## src/rtl/regfile_pkg.sv

```systemverilog
// Shared types and default sizing for the multi-port register file.
package regfile_pkg;

   localparam int DEF_DATA_W = 32;
   localparam int DEF_DEPTH  = 32;

   typedef enum logic [1:0] {
      ST_IDLE  = 2'd0,
      ST_SWEEP = 2'd1,
      ST_DONE  = 2'd2
   } clr_state_e;

endpackage

```

## src/rtl/regfile_clear_fsm.sv

```systemverilog
// Clear sequencer: walks registers 1..DEPTH-1 one per cycle, then raises a
// one-cycle done pulse before returning to idle.
import regfile_pkg::*;

module regfile_clear_fsm #(
   parameter int DEPTH  = DEF_DEPTH,
   parameter int ADDR_W = $clog2(DEPTH)
) (
   input  logic              clock,
   input  logic              ctrl_reset,
   input  logic              i_clear,
   output logic              o_busy,
   output logic              o_done,
   output logic              o_sweep_we,
   output logic [ADDR_W-1:0] o_idx
);

   localparam logic [ADDR_W-1:0] LAST_IDX  = ADDR_W'(DEPTH - 1);
   localparam logic [ADDR_W-1:0] FIRST_IDX = ADDR_W'(1);

   clr_state_e        r_state;
   logic [ADDR_W-1:0] r_idx;

   // Register 0 is hardwired to zero, so the sweep starts at index 1.
   always_ff @(posedge clock or negedge ctrl_reset) begin
      if (!ctrl_reset) begin
         r_state <= ST_IDLE;
         r_idx   <= FIRST_IDX;
      end else begin
         case (r_state)
            ST_IDLE: begin
               if (i_clear) begin
                  r_state <= ST_SWEEP;
                  r_idx   <= FIRST_IDX;
               end
            end
            ST_SWEEP: begin
               if (r_idx == LAST_IDX) begin
                  r_state <= ST_DONE;
                  r_idx   <= FIRST_IDX;
               end else begin
                  r_idx <= r_idx + FIRST_IDX;
               end
            end
            ST_DONE: r_state <= ST_IDLE;
            default: r_state <= ST_IDLE;
         endcase
      end
   end

   assign o_busy     = (r_state != ST_IDLE);
   assign o_done     = (r_state == ST_DONE);
   assign o_sweep_we = (r_state == ST_SWEEP);
   assign o_idx      = r_idx;

endmodule

```

## src/rtl/regfile_mp.sv

```systemverilog
// Multi-read-port register file with r0 hardwired to zero and a clear sweep.
// Optional same-cycle write-to-read forwarding under `REGFILE_BYPASS_EN.
import regfile_pkg::*;

module regfile_mp #(
   parameter  int DATA_W = DEF_DATA_W,
   parameter  int DEPTH  = DEF_DEPTH,
   parameter  int NUM_RD = 2,
   localparam int ADDR_W = $clog2(DEPTH)
) (
   input  logic                     clock,
   input  logic                     ctrl_reset,
   input  logic                     ctrl_writeEnable,
   input  logic [ADDR_W-1:0]        ctrl_writeReg,
   input  logic [DATA_W-1:0]        data_writeReg,
   input  logic [NUM_RD*ADDR_W-1:0] ctrl_readReg,
   output logic [NUM_RD*DATA_W-1:0] data_readReg,
   input  logic                     ctrl_clear,
   output logic                     clear_busy,
   output logic                     clear_done,
   output logic                     write_drop
);

   logic [DATA_W-1:0] r_mem [DEPTH];
   logic              r_drop;
   logic              w_sweep_we;
   logic [ADDR_W-1:0] w_idx;
   logic              w_wr_req;
   logic              w_wr_ok;

   regfile_clear_fsm #(
      .DEPTH  (DEPTH),
      .ADDR_W (ADDR_W)
   ) u_clear_fsm (
      .clock      (clock),
      .ctrl_reset (ctrl_reset),
      .i_clear    (ctrl_clear),
      .o_busy     (clear_busy),
      .o_done     (clear_done),
      .o_sweep_we (w_sweep_we),
      .o_idx      (w_idx)
   );

   // A write colliding with a sweep, or with the cycle that launches one, is lost.
   assign w_wr_req = ctrl_writeEnable && (ctrl_writeReg != '0);
   assign w_wr_ok  = w_wr_req && !clear_busy && !ctrl_clear;

   always_ff @(posedge clock or negedge ctrl_reset) begin
      if (!ctrl_reset) begin
         for (int i = 0; i < DEPTH; i++) r_mem[i] <= '0;
      end else if (w_sweep_we) begin
         r_mem[w_idx] <= '0;
      end else if (w_wr_ok) begin
         r_mem[ctrl_writeReg] <= data_writeReg;
      end
   end

   always_ff @(posedge clock or negedge ctrl_reset) begin
      if (!ctrl_reset) r_drop <= 1'b0;
      else             r_drop <= w_wr_req && !w_wr_ok;
   end

   assign write_drop = r_drop;

   for (genvar k = 0; k < NUM_RD; k++) begin : g_rd
      logic [ADDR_W-1:0] w_ra;
      logic [DATA_W-1:0] w_rd;

      assign w_ra = ctrl_readReg[k*ADDR_W +: ADDR_W];

      always_comb begin
         w_rd = r_mem[w_ra];
`ifdef REGFILE_BYPASS_EN
         if (w_wr_ok && (w_ra == ctrl_writeReg)) w_rd = data_writeReg;
`endif
         if (w_ra == '0) w_rd = '0;
      end

      assign data_readReg[k*DATA_W +: DATA_W] = w_rd;
   end

endmodule

```

## config.mk

```make
export PLATFORM = sky130hd
export DESIGN_NAME = regfile_mp
export DESIGN_NICKNAME = d
export VERILOG_FILES = /design/src/rtl/regfile_pkg.sv /design/src/rtl/regfile_clear_fsm.sv /design/src/rtl/regfile_mp.sv
export SDC_FILE = /design/constraint.sdc
export NUM_CORES = 2
export LEC_CHECK = 0
export BUFFER_PORTS_ARGS = -buffer_cell sky130_fd_sc_hd__buf_2
export CAP_MARGIN = 10
export CORE_MARGIN = 3
export CORE_UTILIZATION = 40
export CTS_CLUSTER_DIAMETER = 80
export DETAILED_ROUTE_END_ITERATION = 12
export PLACE_DENSITY = 0.62
export SLEW_MARGIN = 15
export SYNTH_ARGS = -nofsm -noshare
export SYNTH_HDL_FRONTEND = slang
export SYNTH_SLANG_ARGS = --single-unit
export TNS_END_PERCENT = 20
```

## constraint.sdc

```tcl
create_clock -name clock -period 2.6 [get_ports clock]
set_input_delay 0.65 -clock clock [delete_from_list [all_inputs] [get_ports clock]]
set_output_delay 0.65 -clock clock [all_outputs]
set_load 0.02 [all_outputs]
```

==> key figures <==
Outcome
  • Status: finished with violations
  • Failing checks: negative setup slack

Global route
  • Initial antenna violation count: 2
  • Grt total ovfl: 0
  • Vias in the first global route: 52400
  • GRT Util Overall: 31.1%
  • Global-route wire length before repair: 357000 um
  • Largest net degree at the start of global routing: 96

Power and ir drop
  • Max VDD drop: 561 uV
  • Leak Pwr: 31.9 nW
  • PwrDens: 828 nW/um^2

Finish
  • Nets: 5649
  • Share of cells above drive strength 1: 34.6%
  • Area Overhead vs Synth: 26.5%
  • Final instance area: 74900 um^2
  • Util after Layout: 51.2%

Timing
  • Final worst slack: -0.709 ns
  • Setup violators final: 64
  • RSZ-0062 raised after global routing: true
  • Final min period: 3.31 ns
  • Slew Limit Fails: 0
  • Setup Skew: 0.0213 ns
  • Final worst-path cycle share: 127%
  • WHS: 0.425 ns
  • Max Clk Rate: 0.302 GHz
  • Measured slew at the worst slew-check pin: 1.12 ns
  • Hold violation count in the final report: 0
  • Worst rel slew slack: 25.6%

Floorplanning
  • Die width: 391 um
  • Initial Util: 40.5%
  • Top-level I/O count: 118
  • Die Span Y: 391 um
  • Die ar.: 153000 um^2
  • FP Rows: 140
  • CORE AREA: 146000 um^2

Synth
  • Post-synth design cell area: 59200 um^2
  • Post-synth EDFFs: 0
  • Gate Count Post-Synth: 5276
  • Count leader, synth: dfrtp_1
  • Yosys warning count: 0
  • Area contributors post-synth: dfrtp_1 44%, mux4_2 17%, o31ai_1 6.5%, a22o_1 5.7%, nand4_1 5.4%
  • Synth top area share: 43.6%
  • Area leader, netlist: dfrtp_1
  • Synth cell types: 55
  • Sequential fraction of the synthesis area: 43.6%
  • Synth Flop Type: dfrtp_1
  • Async set-reset flop share out of synthesis: 100%
  • Synth Area per Inst: 11.2 um^2
  • Net Count, Synth: 5332
  • #FFs+latches synth: 1032
  • Most instantiated cells after synthesis: 1031 x dfrtp_1, 553 x inv_1, 513 x nand4_1, 512 x o31ai_1, 448 x mux4_2

Worst setup path
  • CP endpoint kind: primary output
  • Setup CP Type: reg -> out
  • CP cell instances: buf_4 -> mux4_2 -> mux2_2 -> o21ai_4 -> a311oi_2 -> buf_4
  • CP peak stage delay: 0.48 ns
  • Delay-heaviest family, CP: multiplexers
  • Reg-to-reg slack, setup: 0.18 ns
  • Slowest-stage cell, CP: mux4_2
  • Critical Path Source Type: flip-flop
  • Reg2reg path depth: 7
  • Worst path bufs/invs: 2
  • Critical R2R Launch: u_clear_fsm.r_state[1]
  • Crit-path max FO: 2
  • Worst EP arrival: 2.66 ns
  • Crit path top cell by count: buf_4
  • Req. time, crit path: 1.95 ns
  • CP startpoint: r_mem[572]
  • Worst flop-to-flop path endpoint: r_mem[529]

Detailed routing
  • ANT nets after route: 0
  • Met2 WL post-DR: 108000 um
  • DR WL/cell: 32.0 um
  • Router iterations before antenna repair: 8
  • Initial DRC count: 7071
  • Metal-1 WL: 91600 um
  • Drt drc: 0
  • Metal3 WL: 32700 um
  • Total wire length: 243000 um
  • Via density: 6.92
  • Max Used Layer: met4
  • Vias post-DR: 52600

Clock network
  • Worst-path clk slew: 0.06 ns
  • Worst-skew pair later-pin latency: 0.75 ns
  • Root buffer cell: clkbuf_16
  • # H-tree levels: 3
  • CTS tree: yes
  • TritonCTS Buffers: 111
  • Clock Path Buffers: 3
  • Clock sink count: 1032

Placement
  • Gp weighted congestion: 0.950
  • Cell Area, Placed: 68200 um^2
  • HPWL after DPL: 157000 um
  • PortBufs: 117

Flow run
  • Max Cap Viol: 0

Worst hold path
  • Hold/Removal Path Class: in -> async
-- worst max-delay path by stage --
stage,end,depth (start not counted)
final,data_readReg[60],6
after global routing,data_readReg[63],5
after CTS,data_readReg[48],6
after detailed placement,data_readReg[31],9
after global placement,data_readReg[31],9
after floorplan,data_readReg[37],7
-- per-stage QoR --
stage	power, mW	TNS, ns	setup slack [ns]	cells
2_1_floorplan	35.6	-3.04	-0.0630	5276
3_3_place_gp	42.2	-55.53	-1.04	7309
3_5_place_dp	42.7	-58.17	-1.05	7309
4_1_cts	61.0	-37.99	-0.667	7558
5_1_grt	64.5	-37.48	-0.712	7607
6_report	62.1	-36.45	-0.709	7609
-- what timing repair did --
| action | CTS | global route |
|---|---|---|
| endpoints found under the setup margin | 64 | 64 |
| hold buffers | 1 | 0 |
| hold endpoints to repair | 18 | 0 |
| gates resized for setup | 248 | 183 |
| pin swaps | 27 | 31 |
| setup buffers | 37 | 41 |
| gates cloned | 5 | 7 |
-- metal layers --
metal / track usage [%] / vias to the layer above
met5: 0 / -
met4: 14.4 / 0
met3: 9.88 / 687
met2: 46.2 / 4038
met1: 41.5 / 27000
li1: - / 21000
-- sequential cells by signal, indices dropped and copies added, names as in the netlist --
| register | cells |
|---|---|
| u_clear_fsm.o_idx | 5 |
| r_mem | 1024 |
| write_drop | 1 |
| u_clear_fsm.r_state | 2 |
-- cells by family after synthesis --
group                      count (synthesis)  share of synthesized area (%)
buffers and inverters                   1276                           8.86
adders and majority gates                  5                          0.106
muxes                                    630                           20.2
DFF                                     1032                           43.6
AOI/OAI and AO/OA                       1390                           18.0
and+or+nand+nor                          943                           9.23
-- cells in the final DEF (no fill, tap or decap), drive strengths merged, types with 4 or more instances in the layout --
cell type	synthesis	routed
nand2b	7	7
clkinv	0	27
mux2	64	64
ha	5	5
nor2b	70	70
inv	553	555
mux4	448	448
mux2i	118	118
o31ai	512	512
clkbuf	416	163
dfrtp	1031	1031
a31oi	4	4
nand3	68	68
and3	26	26
nand2	146	146
nand4	513	513
a221oi	43	43
nor3	11	11
nor4	5	5
a22oi	64	64
a41oi	5	5
a311oi	64	64
bufinv	0	16
o2111ai	22	22
or2	7	7
o21ai	175	175
buf	307	918
a22o	386	386
o211ai	42	42
clkinvlp	0	7
a211oi	64	64
nor2	37	37
and2	36	36
a21oi	6	6
-- worst register-to-register path: cells and delay by family, from the launching register on --
kind / cells / cell delay [ns]
simple gates: 3 / 1.04
mux: 1 / 0.23
flops: 1 / 0.40
buf+inv: 3 / 0.69
-- power by group --
group / switching (mW) / internal, mW / leakage [nW]
clock: 7.20 / 10.4 / 1.97
sequential: 3.90 / 20.8 / 13.4
combinational: 10.1 / 9.65 / 16.6
-- area by class of cell --
cell class | count | area [um^2]
fillers | 12400 | 71500
multi-input cells | 2968 | 30500
flip-flops and latches | 1032 | 25800
repair buffers | 927 | 10100
clock buffers | 157 | 3310
well taps | 1917 | 2400
inverters | 553 | 2080
clock inverters | 52 | 701
diodes | 3 | 7.51
Power figures use the tool's default switching activity.
